## src/rtl/delay_sched_pkg.sv

```systemverilog
// Shared constants and the sequencer state encoding for the delay fire scheduler.
// No logic of its own; imported by the scheduler top.
// A delay of all ones marks a channel as disabled.
package delay_sched_pkg;

  localparam int DEF_N_CH   = 4;
  localparam int DEF_ADDR_W = 11;
  localparam int DEF_DLY_W  = 24;

  localparam logic [23:0] DIS_CODE = 24'hFFFFFF;

  typedef enum logic [2:0] {
    ST_IDLE = 3'd0,
    ST_RD   = 3'd1,
    ST_WAIT = 3'd2,
    ST_RUN  = 3'd3,
    ST_DONE = 3'd4
  } state_t;

endpackage

```

## src/rtl/delay_chan_timer.sv

```systemverilog
// One channel countdown: loaded with a delay, pulses fire once when it expires.
// Latency: fire is registered; a zero delay fires the cycle after load.
// No backpressure: load/en/clr are plain controls from the scheduler FSM.
module delay_chan_timer #(
  parameter int              DLY_W   = 24,
  parameter logic [DLY_W-1:0] DIS_VAL = '1
) (
  input  logic             clk,
  input  logic             rst,
  input  logic             load,
  input  logic             en,
  input  logic             clr,
  input  logic [DLY_W-1:0] load_dly,
  output logic             fire,
  output logic             done
);

  logic [DLY_W-1:0] cnt;
  logic             is_dis;
  logic             is_zero;

  assign is_dis  = (load_dly == DIS_VAL);
  assign is_zero = (load_dly == '0);

  // Countdown: done stays set after firing so the counter never wraps or refires.
  always_ff @(posedge clk) begin
    if (rst || clr) begin
      cnt  <= '0;
      fire <= 1'b0;
      done <= 1'b0;
    end else begin
      fire <= 1'b0;
      if (load) begin
        cnt  <= is_dis ? '0 : load_dly;
        done <= is_dis || is_zero;
        fire <= is_zero;
      end else if (en && !done) begin
        cnt <= cnt - 1'b1;
        if (cnt == DLY_W'(1)) begin
          fire <= 1'b1;
          done <= 1'b1;
        end
      end
    end
  end

endmodule

```

## src/rtl/delay_fire_scheduler.sv

```systemverilog
// Trigger-driven playback: reads four delay RAMs at one wave ID and fires each channel at its delay.
// Latency: fire on channel k at T+2+RAM_RD_LAT+D_k after trigger cycle T; all outputs registered.
// No backpressure: triggers arriving while busy are dropped and flagged on O_trig_drop.
module delay_fire_scheduler
  import delay_sched_pkg::*;
#(
  parameter int ADDR_W     = DEF_ADDR_W,
  parameter int DLY_W      = DEF_DLY_W,
  parameter int RAM_RD_LAT = 1
) (
  input  logic              I_clk_10M,
  input  logic              I_rst,
  input  logic              I_trig,
  input  logic [ADDR_W-1:0] I_wave_id,
  input  logic              I_abort,
  output logic              O_RD_EN,
  output logic [ADDR_W-1:0] O_RD_ADDR,
  input  logic [DLY_W-1:0]  I_RD_DELAY_RAM1,
  input  logic [DLY_W-1:0]  I_RD_DELAY_RAM2,
  input  logic [DLY_W-1:0]  I_RD_DELAY_RAM3,
  input  logic [DLY_W-1:0]  I_RD_DELAY_RAM4,
  output logic [3:0]        O_FIRE,
  output logic              O_busy,
  output logic              O_done,
  output logic              O_trig_drop
);

  localparam int               N_CH    = DEF_N_CH;
  localparam logic [DLY_W-1:0] DIS_VAL = DLY_W'(DIS_CODE);

  state_t           state;
  logic [1:0]       wait_cnt;
  logic [DLY_W-1:0] dly [N_CH];
  logic [N_CH-1:0]  chan_fire;
  logic [N_CH-1:0]  chan_done;
  logic             active;
  logic             abort_now;
  logic             accept;
  logic             wait_last;
  logic             load;
  logic             run_en;
  logic             clr;
  logic             all_done;

  assign dly[0] = I_RD_DELAY_RAM1;
  assign dly[1] = I_RD_DELAY_RAM2;
  assign dly[2] = I_RD_DELAY_RAM3;
  assign dly[3] = I_RD_DELAY_RAM4;

  // Abort only matters once a sequence is in flight; in IDLE it just vetoes a trigger.
  assign active    = (state != ST_IDLE);
  assign abort_now = I_abort && active;
  assign accept    = (state == ST_IDLE) && I_trig && !I_abort;
  assign wait_last = (wait_cnt == 2'(RAM_RD_LAT - 1));
  assign load      = (state == ST_WAIT) && wait_last && !I_abort;
  assign run_en    = (state == ST_RUN) && !I_abort;
  assign clr       = abort_now || (state == ST_DONE);
  assign all_done  = &chan_done;

  // Sequencer FSM plus the registered handshake outputs.
  always_ff @(posedge I_clk_10M) begin
    if (I_rst) begin
      state       <= ST_IDLE;
      wait_cnt    <= 2'd0;
      O_RD_EN     <= 1'b0;
      O_RD_ADDR   <= '0;
      O_busy      <= 1'b0;
      O_done      <= 1'b0;
      O_trig_drop <= 1'b0;
    end else begin
      O_RD_EN     <= 1'b0;
      O_done      <= 1'b0;
      O_trig_drop <= I_trig && (active || I_abort);
      if (abort_now) begin
        state  <= ST_IDLE;
        O_busy <= 1'b0;
      end else begin
        case (state)
          ST_IDLE: begin
            if (accept) begin
              state     <= ST_RD;
              O_busy    <= 1'b1;
              O_RD_EN   <= 1'b1;
              O_RD_ADDR <= I_wave_id;
            end
          end
          ST_RD: begin
            state    <= ST_WAIT;
            wait_cnt <= 2'd0;
          end
          ST_WAIT: begin
            if (wait_last) begin
              state <= ST_RUN;
            end else begin
              wait_cnt <= wait_cnt + 2'd1;
            end
          end
          ST_RUN: begin
            if (all_done) begin
              state  <= ST_DONE;
              O_done <= 1'b1;
            end
          end
          ST_DONE: begin
            state  <= ST_IDLE;
            O_busy <= 1'b0;
          end
          default: begin
            state  <= ST_IDLE;
            O_busy <= 1'b0;
          end
        endcase
      end
    end
  end

  for (genvar k = 0; k < N_CH; k++) begin : g_chan
    delay_chan_timer #(
      .DLY_W   (DLY_W),
      .DIS_VAL (DIS_VAL)
    ) u_timer (
      .clk      (I_clk_10M),
      .rst      (I_rst),
      .load     (load),
      .en       (run_en),
      .clr      (clr),
      .load_dly (dly[k]),
      .fire     (chan_fire[k]),
      .done     (chan_done[k])
    );
  end

  assign O_FIRE = chan_fire;

endmodule

```

## config.mk

```make
export PLATFORM = sky130hd
export DESIGN_NAME = delay_fire_scheduler
export DESIGN_NICKNAME = d
export VERILOG_FILES = /design/src/rtl/delay_sched_pkg.sv /design/src/rtl/delay_chan_timer.sv /design/src/rtl/delay_fire_scheduler.sv
export SDC_FILE = /design/constraint.sdc
export NUM_CORES = 1
export LEC_CHECK = 0
export ABC_AREA = 0
export CAP_MARGIN = 20
export CORE_MARGIN = 2
export CORE_UTILIZATION = 25
export CTS_CLUSTER_DIAMETER = 40
export DETAILED_ROUTE_END_ITERATION = 10
export GPL_TIMING_DRIVEN = 0
export SYNTH_ARGS = -nofsm -noshare
export SYNTH_HDL_FRONTEND = slang
export SYNTH_SLANG_ARGS = --single-unit
```

## constraint.sdc

```tcl
create_clock -name I_clk_10M -period 2 [get_ports I_clk_10M]
set_input_delay 0.5 -clock I_clk_10M [delete_from_list [all_inputs] [get_ports I_clk_10M]]
set_output_delay 0.5 -clock I_clk_10M [all_outputs]
set_load 0.02 [all_outputs]
```

=== Word level (Yosys, flattened, before mapping) ===
Index checks and enable logic that the tools add are counted.

* Equality and inequality tests: 16
* Multiplexer cells: 46
* Add/sub/neg operators: 5
* Bitwise operators: 4
* Reductions and logical operators: 52

{| class="wikitable"
|+ Operator list
! operator !! number
|-
| $mux W24 || 12
|-
| $eq A24 B1 Y1 const B || 4
|-
| $eq A24 B24 Y1 const B || 4
|-
| $logic_not A24 Y1 || 4
|-
| $sub A24 B1 Y24 const B || 4
|-
| $mux W1 || 27
|-
| $reduce_bool A2 Y1 || 9
|-
| $pmux W3 S4 || 1
|-
| $logic_and A1 B1 Y1 || 11
|-
| $reduce_and A2 Y1 || 5
|-
| $mux W3 || 3
|-
| $reduce_and A3 Y1 || 3
|-
| $reduce_or A3 Y1 || 3
|-
| $ne A2 B2 Y1 const B || 4
|-
| $logic_or A1 B1 Y1 || 7
|-
| $eq A3 B2 Y1 const B || 2
|-
| $logic_not A1 Y1 || 5
|-
| $not A1 Y1 || 4
|-
| $pmux W2 S2 || 1
|-
| $reduce_and A4 Y1 || 1
|-
| $eq A3 B1 Y1 const B || 1
|-
| $eq A3 B3 Y1 const B || 1
|-
| $logic_not A3 Y1 || 1
|-
| $reduce_bool A3 Y1 || 1
|-
| 5 further kinds || 5
|}

* Bits in registers: 124
* Output and inout bits: 19
* Input bits: 111
* Logic and storage cells: 142

=== Logic depth before layout (Yosys ltp) ===
* Depth in word-level cells: 5
* Depth in mapped cells: 10
* Gate-level depth less buffers: 7

=== Modules after synthesis ===
From an unflattened synthesis, not the netlist that was laid out.

* Cell total of the unflattened synthesis: 874
* Area, all modules: 7358.3 µm²

{| class="wikitable"
|+ By module, submodules not included
! module !! cells each !! times used !! sequential area each (µm²) !! area an instance (µm²)
|-
| delay_chan_timer at g_chan[0].u_timer ... || 205 || 2 || 520.5 || 1635.3
|-
| delay_chan_timer at g_chan[2].u_timer ... || 183 || 2 || 520.5 || 1587.8
|-
| delay_fire_scheduler || 98 || 1 || 400.4 || 912.1
|}

=== Worst setup path after synthesis ===
Ideal clock, no wire load.

* Path type: register to register
* Start point: register g_chan[3].u_timer.cnt[2]
* End point: register g_chan[3].u_timer.cnt[11]
* Stages on the path, launching flop included: 6
* Arrival time: 2.088 ns
* Data required time: 1.881 ns
* Setup time: 0.119 ns
* Setup slack: -0.207 ns
* Cell sequence: dfxtp_1 or4_4 or4_4 or3_1 mux2i_1 o221a_2

* Longest elaborated chain between the ends: 3

{| class="wikitable"
|+ Ends and longest elaborated chain
! what !! RTL line !! source
|-
| from (decl) || delay_chan_timer.sv:18 || <nowiki>logic [DLY_W-1:0] cnt;</nowiki>
|-
| from (signal assigned) || delay_chan_timer.sv:34 || <nowiki>cnt <= is_dis ? '0 : load_dly;</nowiki>
|-
| from (signal assigned) || delay_chan_timer.sv:38 || <nowiki>cnt <= cnt - 1'b1;</nowiki>
|-
| $sub A24 B1 Y24 || delay_chan_timer.sv:38 ||
|-
| $mux W24 || delay_chan_timer.sv:37 || <nowiki>end else if (en && !done) begin</nowiki>
|-
| $mux W24 || delay_chan_timer.sv:33 || <nowiki>if (load) begin</nowiki>
|}

No other way between the ends. The select of a mux whose other input is x is not followed.
A chain may end at the register's enable or synchronous reset.

=== Worst setup path after layout ===
* Start point: register g_chan[3].u_timer.cnt[3]
* End point: register g_chan[3].u_timer.cnt[23]

The elaborated chain is that of the path after synthesis.

==> reports/summary.txt <==
# IOs = 130
Worst R2R End = g_chan[3].u_timer.cnt[23]
CP startpoint kind = flip-flop
Measured slew at the worst slew-check pin = 0.555 ns
Pre-CTS setup slack = -1.81 ns
Die area = 30,900 µm²
Post-synth top area cell = dfxtp_1
Peak supply drop = 0.612 mV
Max-cap violations = 0
Setup crit end kind = flip-flop
Mean post-synth cell area = 7.89 µm²
Filler instances = 2,931
Min Clock Period, post-route = 2.17 ns
Ys async rst share = 0%
Row cnt = 62
Post-CTS Hold Fix Bufs = 0
IO buf count = 129
Global placer's final weighted congestion = 0.896
GRT overflow = 0
Sink Count = 124
Root buffer cell = clkbuf_16
Placed Instances = 1,447
Setup TNS = -0.670 ns
Clock transition at the registers of the reported paths = 0.06 ns
Worst Path Class, Setup = reg -> reg
P_leak = 0.00425 µW
Drt initial violations = 820
Cell mode on critical path = or4_4
Core region area = 28,900 µm²
Post-DP HPWL = 20,600 µm
First-pass GRT wire length = 45,000 µm
Worst path required time = 2.31 ns
TritonCTS clock tree = done
Vias per cell = 5.65
Diode count = 0
Top cell type's share of synthesized area = 33.7%
Slowest CP cell = or4_4
Number of synthesized flops with an enable pin = 0
Clk Latency, worst-skew pair = 0.43 ns
Crit-path cells = or4_4 -> or4_4 -> buf_4 -> o31a_2 -> nor3_2 -> o2bb2ai_1
Fin. max-slew vios = 0
Yosys Warn Count = 0
Final core occ = 37.8%
Hold path cells = 2
Unique masters post-synth = 67
Hold Vio Cnt, Final = 0
Syn_nets = 1,054
All-Layer GR Usage = 18.5%
Initial Util = 25.5%
Clock Path Buffers = 2
R2R Setup Slk = -0.17 ns
Vias = 8,555
Residual DRC = 0
Fin worst setup slack = -0.166 ns
Layout cells sized above 1 = 20.4%
Number of synthesized register bits = 124
TritonCTS buffer count = 17
Top cells by area, synth = dfxtp_1, a21oi_1, nor4_1
Post-Synthesis Cells = 934
RSZ-0062 raised after global routing = yes
Final Setup Violations = 7
R2r worst-path depth = 6
TritonRoute pass-1 iters = 5
Die Width = 176 µm
Worst Path Arrival = 2.48 ns
Hold WS = 0.380 ns
Synthesized area = 7370 µm²
Reg2reg start = g_chan[3].u_timer.cnt[3]
Non-Filler Instances = 1,515
Die H = 176 µm
Post-synth top flop = dfxtp_1
Post-DRT Antenna Nets = 0
Slew HR = 62.7%
H-Tree Level Count = 4
Register area share after synthesis = 33.7%
Crit path max fanout = 3
Clk_skew = 0.0111 ns
Vias in the first global route = 8,049
Final Cycle Share = 108%
Largest net degree at the start of global routing = 17
Layout area overhead = 48.1%
Hold path start = I_RD_DELAY_RAM3[13]
F_max = 0.462 GHz
Final nets = 1,238
Worst Hold Endpoint = g_chan[2].u_timer.cnt[13]
CP startpoint = g_chan[3].u_timer.cnt[3]
Max stage delay on crit path = 0.54 ns
Outcome = finished with violations
Post-Route WL = 29,300 µm
Initial antenna violation count = 0
Violated checks = setup timing
Tightest Hold Check Type = in -> reg
Cell Pwr Density = 662 nW/µm²
Routed WL per cell = 19.4 µm
==> how the worst max path moves through the flow <==
stage                           endpoint  slack (ns)  cells after the start
3_5_place_dp    g_chan[3].u_timer.cnt[0]       -1.81                      7
4_1_cts        g_chan[3].u_timer.cnt[11]       -0.14                      5
2_1_floorplan  g_chan[3].u_timer.cnt[11]       -0.11                      5
3_3_place_gp   g_chan[1].u_timer.cnt[15]       -1.79                      7
6_report       g_chan[3].u_timer.cnt[23]       -0.17                      6
5_1_grt        g_chan[3].u_timer.cnt[23]       -0.20                      6
==> layout make-up <==
cell class	instances	area, µm²	area share [%]
multi-input cells	733	5130	47.1
inverters	17	63.8	0.585
clock inverters	13	213	1.95
well taps	384	480	4.41
repair buffers	172	1650	15.1
flip-flops and latches	124	2490	22.9
clock buffers	19	453	4.15
plain buffers	53	420	3.85
==> power breakdown <==
| group | leakage [µW] | switching, µW | total [µW] | internal [µW] |
|---|---|---|---|---|
| registers | 0.00101 | 50.8 | 2570 | 2520 |
| logic | 0.00293 | 571 | 1100 | 532 |
| clock network | 0.000316 | 1270 | 3550 | 2290 |
==> Yosys cell counts (5+ instances only) <==
cell type  instances
a211oi_1          21
a21oi_1           80
a22o_1            16
a22oi_1            8
a31oi_1           11
and2_1             9
and3_1            22
clkbuf_1          48
dfxtp_1          124
ha_1               9
inv_1             17
mux2i_1           10
nand2_1           80
nand2b_1           8
nand3_1           34
nand3b_1           8
nand4_1           44
nor2_1            64
nor3_1            35
nor4_1            60
o211ai_1          11
o21ai_0           52
o221a_2           14
o31a_1             5
o31ai_1            5
or3_1             10
or4_1              7
xnor2_1           31
xor2_1            17
==> cells in the final DEF (no fill, tap or decap), types with 16 or more instances in the layout <==
cell and instances:
a211oi_1 20, a21oi_1 74, a22o_1 16, and3_1 18, buf_4 51, clkbuf_16 17, clkdlybuf4s50_1 113, dfxtp_1 118
inv_1 16, nand2_1 72, nand3_1 30, nand4_1 44, nor2_1 55, nor3_1 28, nor4_1 38, o21ai_0 50
xnor2_1 31, xor2_1 17
==> state kept, by name, indices dropped and copies added, names as in the netlist <==
signal and flops:
O_trig_drop 1, O_RD_ADDR 11, g_chan.u_timer.fire 4, O_busy 1, g_chan.u_timer.done 4, wait_cnt 2, state 3, g_chan.u_timer.cnt 96
O_RD_EN 1, O_done 1
==> routing by layer <==
layer	up-vias	track usage, %	wire [µm]
met1	4092	24.3	12500
met5	-	0	0
met4	0	7.78	1040
met2	441	29.2	13300
met3	80	4.11	2490
li1	3942	-	-
==> kinds of logic after synthesis <==
group                    count (synthesis)  synth area share, %
AO/OA/AOI/OAI                          259                 23.5
XOR/XNOR                                48                 5.71
adder cells (fa/ha/maj)                  9                 1.53
buffers and inverters                   77                 4.20
flip-flops                             124                 33.7
multiplexers                            10                 1.36
AND/OR/NAND/NOR                        407                 30.0
==> through the flow <==
stage                     power, µW  instance area, µm²
final                          7220               10900
after global routing           7460               10900
after CTS                      7170               10500
after detailed placement       3550                9180
after global placement         3540                9180
after floorplan                3070                7410
==> worst max-delay path, delay by kind of cell (launching register included) <==
family,cells,cell delay (ns)
and+or+nand+nor,3,1.11
AOI/OAI and AO/OA,2,0.41
DFF,1,0.34
buffers and inverters,1,0.18
==> what timing repair did <==
item / in CTS / in global routing
endpoints found under the setup margin: 104 / 104
gates cloned: 0 / 1
resized for setup: 136 / 86
setup buffers: 27 / 15
pin swaps: 28 / 35
No activity file was read; power rests on OpenSTA's default activity.
